File: src/rtl/mem_port_arbiter_if.sv
// Request/response bundle between the two requesters, the arbiter and the
// unified memory port. slave = arbiter view, master = requester/memory view.
interface mem_port_arbiter_if #(
  parameter int ADDR_W = 32,
  parameter int DATA_W = 32
);
  logic              m0_req, m0_we, m0_ack, m0_err;
  logic [1:0]        m0_mode;
  logic [ADDR_W-1:0] m0_addr;
  logic [DATA_W-1:0] m0_wdata, m0_rdata;

  logic              m1_req, m1_we, m1_ack, m1_err;
  logic [1:0]        m1_mode;
  logic [ADDR_W-1:0] m1_addr;
  logic [DATA_W-1:0] m1_wdata, m1_rdata;

  logic              mem_req, mem_we, mem_ready;
  logic [1:0]        mem_mode;
  logic [ADDR_W-1:0] mem_addr;
  logic [DATA_W-1:0] mem_wdata, mem_rdata;

  logic              busy, owner;

  modport slave (
    input  m0_req, m0_we, m0_mode, m0_addr, m0_wdata,
    input  m1_req, m1_we, m1_mode, m1_addr, m1_wdata,
    input  mem_rdata, mem_ready,
    output m0_rdata, m0_ack, m0_err, m1_rdata, m1_ack, m1_err,
    output mem_req, mem_we, mem_mode, mem_addr, mem_wdata,
    output busy, owner
  );

  modport master (
    output m0_req, m0_we, m0_mode, m0_addr, m0_wdata,
    output m1_req, m1_we, m1_mode, m1_addr, m1_wdata,
    output mem_rdata, mem_ready,
    input  m0_rdata, m0_ack, m0_err, m1_rdata, m1_ack, m1_err,
    input  mem_req, mem_we, mem_mode, mem_addr, mem_wdata,
    input  busy, owner
  );
endinterface

File: src/rtl/mem_port_arbiter.sv
// Two-port round-robin arbiter for the unified memory port.
// Port 0: CPU controller/datapath, port 1: loader/debug DMA.
// Optional ARB_TIMEOUT_EN: abort a BUSY transaction after TIMEOUT cycles
// without mem_ready, completing it with rdata=0 and err=1.
module mem_port_arbiter #(
  parameter int ADDR_W  = 32,
  parameter int DATA_W  = 32,
  parameter int TIMEOUT = 16
) (
  input  logic              clk,
  input  logic              reset,
  mem_port_arbiter_if.slave bus
);
  typedef struct packed {
    logic              we;
    logic [1:0]        mode;
    logic [ADDR_W-1:0] addr;
    logic [DATA_W-1:0] wdata;
  } req_t;

  typedef enum logic [1:0] {IDLE, BUSY, RELEASE} state_t;

  state_t                  state;
  logic                    last_grant, owner_q, busy_q, mem_req_q, win;
  logic [1:0]              req_v, ack_q;
  logic [1:0][DATA_W-1:0]  rdata_q;
  req_t                    lat;
  req_t [1:0]              req_in;

`ifdef ARB_TIMEOUT_EN
  localparam int CNT_W = $clog2(TIMEOUT + 1);
  localparam logic [CNT_W-1:0] CNT_LAST = CNT_W'(TIMEOUT - 1);
  logic [CNT_W-1:0] cnt;
  logic [1:0]       err_q;
`endif

  assign req_v     = {bus.m1_req, bus.m0_req};
  assign req_in[0] = {bus.m0_we, bus.m0_mode, bus.m0_addr, bus.m0_wdata};
  assign req_in[1] = {bus.m1_we, bus.m1_mode, bus.m1_addr, bus.m1_wdata};

  // lone requester wins; on a tie the port not granted last time wins
  assign win = (&req_v) ? ~last_grant : req_v[1];

  // arbitration FSM with registered memory-side and requester-side outputs
  always_ff @(posedge clk) begin
    if (reset) begin
      state      <= IDLE;
      last_grant <= 1'b1;
      owner_q    <= 1'b0;
      busy_q     <= 1'b0;
      mem_req_q  <= 1'b0;
      lat        <= '0;
      ack_q      <= '0;
      rdata_q    <= '0;
`ifdef ARB_TIMEOUT_EN
      cnt        <= '0;
      err_q      <= '0;
`endif
    end else begin
      ack_q <= '0;
`ifdef ARB_TIMEOUT_EN
      err_q <= '0;
`endif
      case (state)
        IDLE: begin
          if (|req_v) begin
            lat        <= req_in[win];
            owner_q    <= win;
            last_grant <= win;
            mem_req_q  <= 1'b1;
            busy_q     <= 1'b1;
            state      <= BUSY;
`ifdef ARB_TIMEOUT_EN
            cnt        <= '0;
`endif
          end
        end
        BUSY: begin
          // a ready arriving on the timeout cycle still completes normally
          if (bus.mem_ready) begin
            rdata_q[owner_q] <= lat.we ? '0 : bus.mem_rdata;
            ack_q[owner_q]   <= 1'b1;
            mem_req_q        <= 1'b0;
            state            <= RELEASE;
          end
`ifdef ARB_TIMEOUT_EN
          else if (cnt == CNT_LAST) begin
            rdata_q[owner_q] <= '0;
            ack_q[owner_q]   <= 1'b1;
            err_q[owner_q]   <= 1'b1;
            mem_req_q        <= 1'b0;
            state            <= RELEASE;
          end else begin
            cnt <= cnt + 1'b1;
          end
`endif
        end
        RELEASE: begin
          busy_q <= 1'b0;
          state  <= IDLE;
        end
        default: state <= IDLE;
      endcase
    end
  end

  assign bus.mem_req   = mem_req_q;
  assign bus.mem_we    = lat.we;
  assign bus.mem_mode  = lat.mode;
  assign bus.mem_addr  = lat.addr;
  assign bus.mem_wdata = lat.wdata;
  assign bus.busy      = busy_q;
  assign bus.owner     = owner_q;
  assign bus.m0_ack    = ack_q[0];
  assign bus.m1_ack    = ack_q[1];
  assign bus.m0_rdata  = rdata_q[0];
  assign bus.m1_rdata  = rdata_q[1];
`ifdef ARB_TIMEOUT_EN
  assign bus.m0_err    = err_q[0];
  assign bus.m1_err    = err_q[1];
`else
  assign bus.m0_err    = 1'b0;
  assign bus.m1_err    = 1'b0;
`endif
endmodule

File: src/flat_wrapper.sv
// flat-port wrapper written by rule: the top's interface ports become plain ports
module mem_port_arbiter_flat 
#(
  parameter int ADDR_W  = 32,
  parameter int DATA_W  = 32,
  parameter int TIMEOUT = 16
)
  (clk, reset, bus_m0_req, bus_m0_we, bus_m0_mode, bus_m0_addr, bus_m0_wdata, bus_m1_req, bus_m1_we, bus_m1_mode, bus_m1_addr, bus_m1_wdata, bus_mem_rdata, bus_mem_ready, bus_m0_rdata, bus_m0_ack, bus_m0_err, bus_m1_rdata, bus_m1_ack, bus_m1_err, bus_mem_req, bus_mem_we, bus_mem_mode, bus_mem_addr, bus_mem_wdata, bus_busy, bus_owner);
  mem_port_arbiter_if #(.ADDR_W(ADDR_W), .DATA_W(DATA_W)) bus_i ();
  input  logic clk;
  input  logic reset;
  input wire logic [$bits(bus_i.m0_req)-1:0] bus_m0_req;
  input wire logic [$bits(bus_i.m0_we)-1:0] bus_m0_we;
  input wire logic [$bits(bus_i.m0_mode)-1:0] bus_m0_mode;
  input wire logic [$bits(bus_i.m0_addr)-1:0] bus_m0_addr;
  input wire logic [$bits(bus_i.m0_wdata)-1:0] bus_m0_wdata;
  input wire logic [$bits(bus_i.m1_req)-1:0] bus_m1_req;
  input wire logic [$bits(bus_i.m1_we)-1:0] bus_m1_we;
  input wire logic [$bits(bus_i.m1_mode)-1:0] bus_m1_mode;
  input wire logic [$bits(bus_i.m1_addr)-1:0] bus_m1_addr;
  input wire logic [$bits(bus_i.m1_wdata)-1:0] bus_m1_wdata;
  input wire logic [$bits(bus_i.mem_rdata)-1:0] bus_mem_rdata;
  input wire logic [$bits(bus_i.mem_ready)-1:0] bus_mem_ready;
  output wire logic [$bits(bus_i.m0_rdata)-1:0] bus_m0_rdata;
  output wire logic [$bits(bus_i.m0_ack)-1:0] bus_m0_ack;
  output wire logic [$bits(bus_i.m0_err)-1:0] bus_m0_err;
  output wire logic [$bits(bus_i.m1_rdata)-1:0] bus_m1_rdata;
  output wire logic [$bits(bus_i.m1_ack)-1:0] bus_m1_ack;
  output wire logic [$bits(bus_i.m1_err)-1:0] bus_m1_err;
  output wire logic [$bits(bus_i.mem_req)-1:0] bus_mem_req;
  output wire logic [$bits(bus_i.mem_we)-1:0] bus_mem_we;
  output wire logic [$bits(bus_i.mem_mode)-1:0] bus_mem_mode;
  output wire logic [$bits(bus_i.mem_addr)-1:0] bus_mem_addr;
  output wire logic [$bits(bus_i.mem_wdata)-1:0] bus_mem_wdata;
  output wire logic [$bits(bus_i.busy)-1:0] bus_busy;
  output wire logic [$bits(bus_i.owner)-1:0] bus_owner;
  assign bus_i.m0_req = bus_m0_req;
  assign bus_i.m0_we = bus_m0_we;
  assign bus_i.m0_mode = bus_m0_mode;
  assign bus_i.m0_addr = bus_m0_addr;
  assign bus_i.m0_wdata = bus_m0_wdata;
  assign bus_i.m1_req = bus_m1_req;
  assign bus_i.m1_we = bus_m1_we;
  assign bus_i.m1_mode = bus_m1_mode;
  assign bus_i.m1_addr = bus_m1_addr;
  assign bus_i.m1_wdata = bus_m1_wdata;
  assign bus_i.mem_rdata = bus_mem_rdata;
  assign bus_i.mem_ready = bus_mem_ready;
  assign bus_m0_rdata = bus_i.m0_rdata;
  assign bus_m0_ack = bus_i.m0_ack;
  assign bus_m0_err = bus_i.m0_err;
  assign bus_m1_rdata = bus_i.m1_rdata;
  assign bus_m1_ack = bus_i.m1_ack;
  assign bus_m1_err = bus_i.m1_err;
  assign bus_mem_req = bus_i.mem_req;
  assign bus_mem_we = bus_i.mem_we;
  assign bus_mem_mode = bus_i.mem_mode;
  assign bus_mem_addr = bus_i.mem_addr;
  assign bus_mem_wdata = bus_i.mem_wdata;
  assign bus_busy = bus_i.busy;
  assign bus_owner = bus_i.owner;
  mem_port_arbiter #(.ADDR_W(ADDR_W), .DATA_W(DATA_W), .TIMEOUT(TIMEOUT)) u_core (.clk(clk), .reset(reset), .bus(bus_i));
endmodule
File: config.mk
export PLATFORM = sky130hd
export DESIGN_NAME = mem_port_arbiter_flat
export DESIGN_NICKNAME = d
export VERILOG_FILES = /design/src/rtl/mem_port_arbiter_if.sv /design/src/rtl/mem_port_arbiter.sv /design/src/flat_wrapper.sv
export SDC_FILE = /design/constraint.sdc
export NUM_CORES = 1
export LEC_CHECK = 0
export ABC_AREA = 1
export ABC_CLOCK_PERIOD_IN_PS = 1100
export CAP_MARGIN = 5
export CORE_ASPECT_RATIO = 0.6
export CORE_MARGIN = 10
export CORE_UTILIZATION = 25
export CTS_BUF_LIST = sky130_fd_sc_hd__clkbuf_8
export DETAILED_ROUTE_END_ITERATION = 6
export GPL_TIMING_DRIVEN = 0
export SYNTH_ARGS = -nofsm -noshare
export SYNTH_HDL_FRONTEND = slang
export SYNTH_SLANG_ARGS = --single-unit
File: constraint.sdc
create_clock -name clk -period 1.1 [get_ports clk]
set_input_delay 0.275 -clock clk [delete_from_list [all_inputs] [get_ports clk]]
set_output_delay 0.275 -clock clk [all_outputs]
set_load 0.02 [all_outputs]
==> qor.yml, run 1 <==
critical_path:
  cp.arrival_ns: 1.68
  critPathLaunchType: "register"
  critical_path_required_ns: 1.48
  path_class: "reg -> reg"
  cp_max_fo: 5
  cp-end-kind: "register"
route:
  dr_total_vias: 7921
  drc: 0
  firstDrtPassIters: 5
  wl_per_cell_um: 15.3
  ant_nets: 0
  drt_wl_total_um: 30200
  drt_iter0_drc: 401
  avgViaCountPerCell: 4.01
synth:
  ys_warn_count: 0
  muxShareOfSynthArea_pct: 0
  synth_fa_ha_area_share_pct: 0
  ys_seq_area_share_pct: 40.1
  synth_area_leaders: "dfxtp_1, nand2_1, nor2_1, inv_1, buf_2"
  avgSynthCellArea_um2: 5.70
  yosys.area_share.xor_xnor_pct: 0
  synth.largest_area_cell: "dfxtp_1"
  synth_top_family_by_area: "simple AND/OR/NAND/NOR gates"
  yosys.area_share.simple_pct: 41.8
  synth_area_um2: 6940
  ys_ff_latch: 139
  yosys.area.top_type_share_pct: 40.1
  synth_cell_types: 19
  synth_compound_area_share_pct: 0.703
  synth_cells: 1218
placement:
  dpl.hpwl_um: 21900
  post-place-cells: 1891
  pre_cts_ws_ns: -1.02
  port_buffers: 305
  gp_congestion: 0.864
outcome:
  status: "finished, violations left"
  violations: "negative setup slack"
global_route:
  grt.overflow.total: 0
  grt_usage_pct: 16.1
  grt_pass1_wl_um: 43900
  grt_max_degree: 17
  antenna_found_initial: 0
  grt_pass1_vias: 7432
floorplan:
  row_count: 47
  die_x_um: 235
  core_um2: 27500
  initial_core_util_pct: 25.3
  chipHeight_um: 149
  dieArea_um2: 35100
  io_pins: 309
final_layout:
  area.growth.synth_to_final_pct: 80.6
  antennaDiodeCount: 0
  layout-drive-gt1-share_pct: 30.6
  fin_cells: 1977
  nNetsFinal: 1768
timing:
  tightest_slew_ns: 0.660
  skew_ns: 0.00989
  max_slew_margin_pct: 56.0
  setup_violations: 272
  timing.hold.ws_ns: 0.0964
  period_share_pct: 118
  max_freq_ghz: 0.772
  timing.final.max_slew_violations: 0
  finalHoldViolCount: 0
  fin_ws_ns: -0.195
  rsz0062_at_grt: "true"
  layout_min_cycle_time_ns: 1.30
cts:
  cts_tree: "yes"
  cts_sinks: 139
  cts.clk_slew.worst_paths_ns: 0.09
  cts_max_path_buffers: 2
  postCtsHoldBufs: 0
  cts_made_buffers: 17
  root_buffer: "clkbuf_8"
  htreeDepth: 4
  clk_latency_ns: 0.49
power_and_ir_drop:
  power_mw: 16.0
  leakagePower_nw: 6.67
  peakVddDrop_v: 0.000634
  powerDensity_nw_per_um2: 1270
min_path:
  hp-class: "in -> reg"
job:
  maxCapViolCount: 0
-- timing repair --
item / CTS / global route
gates resized for setup: 1087 / 92
buffers inserted: 21 / 19
endpoints found under the setup margin: 274 / 273
cloned: 6 / 11
pin swaps: 18 / 13
-- power breakdown --
group | switching [mW] | internal, mW
Clock | 2.18 | 2.73
Sequential | 0.316 | 5.55
Combinational | 2.60 | 2.61
Total | 5.09 | 10.9
-- cells in the mapped netlist --
master and count:
a21oi_1 4, buf_1 1, buf_2 42, buf_4 7, clkbuf_1 13, clkinv_1 1, conb_1 1, dfxtp_1 139
inv_1 235, inv_2 1, nand2_1 398, nand2_2 1, nand3_1 3, nand3b_1 1, nand4_1 2, nor2_1 363
nor2_2 1, o21ai_0 4, o21ai_2 1
-- worst max-delay path, cell delays in order (launching register included) --
cell,delay (ns)
dfxtp_2,0.35
inv_4,0.07
nand2_2,0.07
nor2_4,0.13
buf_8,0.17
buf_12,0.11
buf_16,0.10
nand2_2,0.04
nor2_1,0.10
nor2_1,0.05
-- cell usage in the layout (no fill, tap or decap), types with 14 or more instances in the layout --
cell / n
buf_4: 40
buf_6: 158
buf_8: 14
clkbuf_8: 19
clkdlybuf4s50_1: 167
dfxtp_2: 137
inv_1: 235
nand2_1: 371
nand2_2: 22
nor2_1: 325
nor2_2: 35
-- flip-flops by register name, indices dropped and copies added (netlist names) --
| name | count |
|---|---|
| u_core.ack_q | 2 |
| u_core.bus.busy | 1 |
| u_core.bus.m0_rdata | 32 |
| u_core.bus.m1_rdata | 32 |
| u_core.bus.mem_addr | 32 |
| u_core.bus.mem_mode | 2 |
| u_core.bus.mem_req | 1 |
| u_core.bus.mem_wdata | 32 |
| u_core.bus.mem_we | 1 |
| u_core.bus.owner | 1 |
| u_core.last_grant | 1 |
| u_core.state | 2 |
-- area by class of cell --
cell class	count	area (um2)
Tap cell	367	459
Buffer	60	658
Clock inverter	14	203
Fill cell	2796	14900
Clock buffer	18	248
Timing Repair Buffer	360	3870
Multi-Input combinational cell	782	3240
Sequential cell	139	2960
Inverter	237	892
-- worst paths after layout --
kind                                       from                  endpoint  slack (ns)  cells past startpoint
worst min-delay path                      reset          u_core.bus.owner         0.1                      2
worst min register to register  u_core.bus.busy           u_core.bus.busy        0.49                      2
worst max register to register  u_core.state[1]  u_core.bus.mem_wdata[17]       -0.20                      9
worst max-delay path            u_core.state[1]  u_core.bus.mem_wdata[17]       -0.20                      9
-- cell families after synthesis --
| group | Yosys count |
|---|---|
| flops | 139 |
| buf+inv | 300 |
| compound gates | 9 |
| other cells | 1 |
| simple gates | 769 |
-- layer usage --
metal | share of wire (%) | wire length [um] | global-route usage [%]
met4 | 1.5 | 462 | 4.08
met5 | 0 | 0 | 0
met1 | 45 | 13500 | 19.7
met2 | 45 | 13600 | 25.5
met3 | 8.6 | 2600 | 7.32
-- stage by stage --
step / setup TNS (ns) / util, % / area [um2]
after floorplan: -0.565 / - / 6970
after global placement: -115.37 / 38.2 / 10500
after detailed placement: -119.36 / 38.2 / 10500
after CTS: -39.98 / 43.5 / 11900
after global routing: -51.55 / 45.7 / 12500
final: -31.85 / 45.7 / 12500
Power figures use the tool's default switching activity.
==> run 2: changes to the inputs <==
CELL_PAD_IN_SITES_DETAIL_PLACEMENT = 1   (was default)
CELL_PAD_IN_SITES_GLOBAL_PLACEMENT = 1   (was default)
PLACE_DENSITY_LB_ADDON = 0.1   (was default)
==> run 2 against run 1 <==
Effect of this change:
- final cell count increased by 0.20%
- total power increased by 1.5%
- the flow still finishes with violations (negative setup slack)
- combinational power increased by 13%
- sequential power about the same
- via count grew 2.9%
- first-iteration DRC count shrank 25%
- clock skew hardly changed
- largest power group is now combinational cells
- highest routed layer is now met5
- sequential share of layout area shrank 1.7 points
- cell area is 7.7% higher
- die area did not move
==> qor.yml, run 2 (synthesized netlist as in run 1, its figures left out) <==
min_path:
  whs_endpoint: "u_core.ack_q[0]"  # was u_core.bus.owner
  hp-class: "in -> reg"  # unchanged
  hold-path-cell-count: 2  # unchanged
  min-delay-start: "reset"  # unchanged
critical_path:
  crit_top_cell: "nand2_2"
  r2r_start: "u_core.state[0]"  # was u_core.state[1]
  cp_max_fo: 6  # was 5
  rrSetupSlack_ns: -0.20  # about the same
  cp-end-kind: "register"  # unchanged
  critPathSlowestCell: "dfxtp_4"  # was dfxtp_2
  r2r_end: "u_core.bus.mem_wdata[9]"  # was u_core.bus.mem_wdata[17]
  cp.depth: 9  # unchanged
  path_buf_inv: 4  # unchanged
  path_class: "reg -> reg"  # unchanged
  cpPeakStageDelay_ns: 0.37  # was 0.35 ns
  cp.arrival_ns: 1.69  # was 1.68 ns
  r2r_cells: 9  # unchanged
  critical_path_required_ns: 1.49  # was 1.48 ns
  critPathLaunchType: "register"  # unchanged
  crit_chain: "inv_2 > nand2_2 > nor2_4 > buf_12 > buf_8 > buf_6 > nand2_2 > nor2_2 > nor2_1"  # was inv_4 > nand2_2 > nor2_4 > buf_8 > buf_12 > buf_16 > nand2_2 > nor2_1 > nor2_1
  cpLargestDelayFamily: "buffers and inverters"  # unchanged
route:
  avgViaCountPerCell: 4.12  # was 4.01
  dr_total_vias: 8154  # was 7,921
  wl_per_cell_um: 16.7  # was 15.3 um
  drc: 0  # unchanged
  drt_wl_total_um: 33000  # was 30,200 um
  ant_nets: 0  # unchanged
  firstDrtPassIters: 4  # was 5
  drt_iter0_drc: 299  # was 401
power_and_ir_drop:
  p_int_mw: 10.8  # was 10.9 mW
  powerDensity_nw_per_um2: 1200  # was 1270 nW/um2
  switching_share_pct: 33.6  # was 31.9%
  peakVddDrop_v: 0.000696  # was 0.000634 V
  switchingPower_mw: 5.45  # was 5.09 mW
  seqPwrFrac_pct: 36.1  # was 36.7%
  pwr-share-comb_pct: 36.2  # was 32.6%
  leakagePower_nw: 6.91  # was 6.67 nW
  pwr-share-clk_pct: 27.8  # was 30.7%
job:
  maxCapViolCount: 0  # unchanged
placement:
  port_buffers: 305  # unchanged
  post-place-cells: 1891  # unchanged
  gp_congestion: 0.801  # was 0.864
  pre_cts_ws_ns: -1.05  # was -1.02 ns
  dpl.hpwl_um: 24000  # was 21,900 um
floorplan:
  initial_core_util_pct: 25.3  # unchanged
  dieArea_um2: 35100  # unchanged
  core_um2: 27500  # unchanged
  die_x_um: 235  # unchanged
  chipHeight_um: 149  # unchanged
  row_count: 47  # unchanged
  io_pins: 309  # unchanged
timing:
  layout_min_cycle_time_ns: 1.30  # about the same
  tightest_slew_ns: 0.593  # was 0.660 ns
  timing.final.max_slew_violations: 0  # unchanged
  fin_ws_ns: -0.203  # was -0.195 ns
  setup_violations: 268  # was 272
  rsz0062_at_grt: "true"  # unchanged
  period_share_pct: 118  # about the same
  finalHoldViolCount: 0  # unchanged
  timing.hold.ws_ns: 0.0997  # was 0.0964 ns
  max_slew_margin_pct: 60.5  # was 56.0%
  max_freq_ghz: 0.767  # was 0.772 GHz
  skew_ns: 0.0104  # was 0.00989 ns
  setup_tns_ns: -31.87  # was -31.85 ns
global_route:
  grt.overflow.total: 0  # unchanged
  grt_pass1_vias: 8311  # was 7,432
  grt_pass1_wl_um: 48000  # was 43,900 um
  grt_usage_pct: 17.7  # was 16.1%
  antenna_found_initial: 2  # was 0
  grt_max_degree: 17  # unchanged
outcome:
  status: "finished, violations left"  # unchanged
  violations: "negative setup slack"  # unchanged
final_layout:
  final_util_pct: 49.2  # was 45.7%
  nNetsFinal: 1772  # was 1,768
  layout-drive-gt1-share_pct: 40.2  # was 30.6%
  fin_cells: 1981  # was 1,977
  antennaDiodeCount: 0  # unchanged
  area.growth.synth_to_final_pct: 94.5  # was 80.6%
  final_common_cell: "nand2_1"  # unchanged
  final_cell_mix: "nand2_1, nor2_1, inv_1"  # unchanged
cts:
  cts_sinks: 139  # unchanged
  cts.clk_slew.worst_paths_ns: 0.08  # was 0.09 ns
  cts_max_path_buffers: 2  # unchanged
  cts_tree: "yes"  # unchanged
  htreeDepth: 4  # unchanged
  root_buffer: "clkbuf_8"  # unchanged
  cts_made_buffers: 17  # unchanged
  clk_latency_ns: 0.49  # about the same
==> run 2: repair_timing <==
item	in CTS	in global routing
hold buffers	0	0
endpoints found under the setup margin	274	274
gates cloned	7	12
setup buffers	23	18
gates resized for setup	1147	326
pin swaps	11	174
==> run 2: layout make-up <==
cell class	count	area, um2
well taps	367	459
fillers	3416	14000
repair buffers	364	3990
multi-input cells	780	4070
clock buffers	20	275
inverters	237	892
flip-flops and latches	139	2960
clock inverters	12	130
plain buffers	62	721
==> run 2: stage by stage <==
step | power [mW] | instance area, um2
6_report | 16.2 | 13500
5_1_grt | 17.2 | 13500
4_1_cts | 15.3 | 12000
3_5_place_dp | 10.1 | 10500
3_3_place_gp | 9.98 | 10500
2_1_floorplan | 7.92 | 6970
==> run 2: worst max path at each step <==
stage | start | end | slack, ns
5_1_grt | u_core.state[0] | u_core.bus.mem_wdata[9] | -0.29
6_report | u_core.state[0] | u_core.bus.mem_wdata[9] | -0.20
4_1_cts | u_core.bus.owner | bus_owner | -0.21
3_3_place_gp | bus_m0_req | u_core.bus.mem_wdata[7] | -1.00
2_1_floorplan | u_core.state[0] | u_core.bus.mem_addr[10] | -0.02
3_5_place_dp | bus_m0_req | u_core.bus.mem_wdata[7] | -1.05
==> run 2: power groups by stage <==
stage	clock network, mW	logic (mW)	registers, mW
finish	4.50	5.87	5.85
global route	4.88	6.38	5.91
CTS	4.64	4.85	5.85
detailed placement	0	4.27	5.80
global placement	0	4.21	5.77
floorplan	0	1.63	6.29
==> run 2: routing by layer <==
metal / wire [um] / track usage (%) / up-vias
li1: - / - / 4176
met1: 15100 / 21.6 / 3823
met2: 15700 / 29.2 / 129
met3: 2010 / 6.29 / 24
met4: 274 / 4.14 / 2
met5: 18 / 0 / -
==> run 3: changes to the inputs <==
CAP_MARGIN = 20   (was 5)
SKIP_LAST_GASP = 1   (was default)
==> run 3 against run 2 <==
Effect of this change:
- the run still ends with negative setup slack left
- worst hold slack better by 0.0022 ns
- critical path depth is the same
- first-iteration DRC count down 0.33%
- fmax down 0.98%
==> qor.yml, run 3 (synthesized netlist as in run 1, its figures left out) <==
critical_path:
  r2r_cells: 9  # unchanged
  critPathLaunchType: "register"  # unchanged
  cp_max_fo: 6  # unchanged
  cp.arrival_ns: 1.70  # was 1.69 ns
  cp-end-kind: "register"  # unchanged
  crit_start: "u_core.state[0]"  # unchanged
  endpoint: "u_core.bus.mem_wdata[9]"  # unchanged
  path_class: "reg -> reg"  # unchanged
  r2r_end: "u_core.bus.mem_wdata[9]"  # unchanged
  critical_path_required_ns: 1.49  # about the same
  r2r_start: "u_core.state[0]"  # unchanged
  rrSetupSlack_ns: -0.22  # was -0.20 ns
placement:
  dpl.hpwl_um: 24000  # unchanged
  pre_cts_ws_ns: -1.05  # unchanged
  port_buffers: 305  # unchanged
  post-place-cells: 1891  # unchanged
  gp_congestion: 0.801  # unchanged
job:
  maxCapViolCount: 0  # unchanged
power_and_ir_drop:
  leakagePower_nw: 6.87  # was 6.91 nW
  power_mw: 16.1  # was 16.2 mW
  p_int_mw: 10.7  # was 10.8 mW
  peakVddDrop_v: 0.000698  # was 0.000696 V
  powerDensity_nw_per_um2: 1210  # was 1200 nW/um2
  pwr-share-clk_pct: 28.0  # was 27.8%
  seqPwrFrac_pct: 36.3  # was 36.1%
  switchingPower_mw: 5.39  # was 5.45 mW
  pwr-share-comb_pct: 35.6  # was 36.2%
  switching_share_pct: 33.5  # was 33.6%
final_layout:
  area.growth.synth_to_final_pct: 91.8  # was 94.5%
  layout-drive-gt1-share_pct: 38.3  # was 40.2%
  nFillCells: 3435  # was 3,416
  nNetsFinal: 1771  # was 1,772
  antennaDiodeCount: 0  # unchanged
  final_cell_mix: "nand2_1, nor2_1, inv_1"  # unchanged
  final_common_cell: "nand2_1"  # unchanged
  fin_cells: 1980  # was 1,981
floorplan:
  initial_core_util_pct: 25.3  # unchanged
  die_x_um: 235  # unchanged
  chipHeight_um: 149  # unchanged
  dieArea_um2: 35100  # unchanged
  core_um2: 27500  # unchanged
  row_count: 47  # unchanged
  io_pins: 309  # unchanged
timing:
  max_slew_margin_pct: 59.7  # was 60.5%
  timing.hold.ws_ns: 0.102  # was 0.0997 ns
  layout_min_cycle_time_ns: 1.32  # was 1.30 ns
  timing.final.max_slew_violations: 0  # unchanged
  period_share_pct: 120  # was 118%
  fin_ws_ns: -0.216  # was -0.203 ns
  setup_violations: 268  # unchanged
  max_freq_ghz: 0.760  # was 0.767 GHz
  setup_tns_ns: -32.24  # was -31.87 ns
  finalHoldViolCount: 0  # unchanged
  tightest_slew_ns: 0.605  # was 0.593 ns
  rsz0062_at_grt: "true"  # unchanged
  skew_ns: 0.00897  # was 0.0104 ns
min_path:
  hp-class: "in -> reg"  # unchanged
route:
  firstDrtPassIters: 4  # unchanged
  dr_total_vias: 8126  # was 8,154
  ant_nets: 0  # unchanged
  drt_iter0_drc: 298  # was 299
  drt_wl_total_um: 32800  # was 33,000 um
  avgViaCountPerCell: 4.10  # was 4.12
  wl_per_cell_um: 16.6  # was 16.7 um
  drc: 0  # unchanged
global_route:
  grt.overflow.total: 0  # unchanged
  grt_max_degree: 17  # unchanged
  grt_pass1_vias: 8308  # was 8,311
  grt_pass1_wl_um: 48000  # about the same
  antenna_found_initial: 2  # unchanged
  grt_usage_pct: 17.7  # unchanged
outcome:
  status: "finished, violations left"  # unchanged
  violations: "negative setup slack"  # unchanged
cts:
  cts_sinks: 139  # unchanged
  htreeDepth: 4  # unchanged
  root_buffer: "clkbuf_8"  # unchanged
  cts.clk_slew.worst_paths_ns: 0.08  # about the same
  clk_latency_ns: 0.49  # about the same
  cts_tree: "yes"  # unchanged
  cts_max_path_buffers: 2  # unchanged
  cts_made_buffers: 17  # unchanged
run 3: cell types whose count changed in the layout (fill, tap and decap cells not counted), sizes merged:
| cell | delta |
|---|---|
| clkbuf | +3 |
| dlymetal6s2s | +1 |
| buf | -4 |
| dlygate4sd2 | -1 |
run 3: final cells by class:
cell class / count / area, um2 / area share, %
plain buffers: 62 / 698 / 5.24
clock buffers: 20 / 275 / 2.07
clock inverters: 12 / 130 / 0.977
repair buffers: 363 / 3970 / 29.8
inverters: 237 / 892 / 6.70
well taps: 367 / 459 / 3.45
flip-flops and latches: 139 / 2960 / 22.2
multi-input cells: 780 / 3930 / 29.5
run 3: worst min-delay path by stage:
stage / start / to / slack (ns) / depth (start not counted)
2_1_floorplan: u_core.last_grant / u_core.last_grant / 0.43 / 2
3_3_place_gp: u_core.last_grant / u_core.last_grant / 0.45 / 2
3_5_place_dp: u_core.bus.mem_req / u_core.bus.mem_req / 0.48 / 2
4_1_cts: reset / u_core.state[0] / 0.04 / 2
5_1_grt: reset / u_core.ack_q[0] / 0.07 / 2
6_report: reset / u_core.ack_q[0] / 0.10 / 2
run 3: per-layer routing:
metal | GRT usage, % | part of all wire [%] | vias up
met4 | 4.14 | 0.78 | 2
met1 | 21.7 | 45 | 3781
met5 | 0 | 0.055 | -
met2 | 29.1 | 48 | 149
li1 | - | - | 4171
met3 | 6.29 | 6.2 | 23
run 3: timing repair:
item,CTS,global route
endpoints found under the setup margin,274,274
pin swaps,11,159
gates resized for setup,1142,277
gates cloned,7,11
setup buffers,23,18
hold buffers,0,0
run 3: power groups by stage:
stage / combinational (mW) / sequential [mW] / clock, mW
global placement: 4.21 / 5.77 / 0
finish: 5.74 / 5.85 / 4.51
detailed placement: 4.27 / 5.80 / 0
global route: 6.25 / 5.91 / 4.87
floorplan: 1.63 / 6.29 / 0
CTS: 4.85 / 5.85 / 4.64
run 3: worst max-delay path, cell delays in order (launching register included):
cell and delay, ns:
dfxtp_4 0.37, inv_2 0.05, nand2_2 0.05, nor2_4 0.14, buf_12 0.17, buf_8 0.14
buf_6 0.10, nand2_2 0.04, nor2_2 0.11, nor2_1 0.05
run 3: metrics by stage:
step | instance area (um2) | utilization [%]
floorplan | 6970 | -
finish | 13300 | 48.5
CTS | 12000 | 43.8
detailed placement | 10500 | 38.2
global placement | 10500 | 38.2
global route | 13300 | 48.5
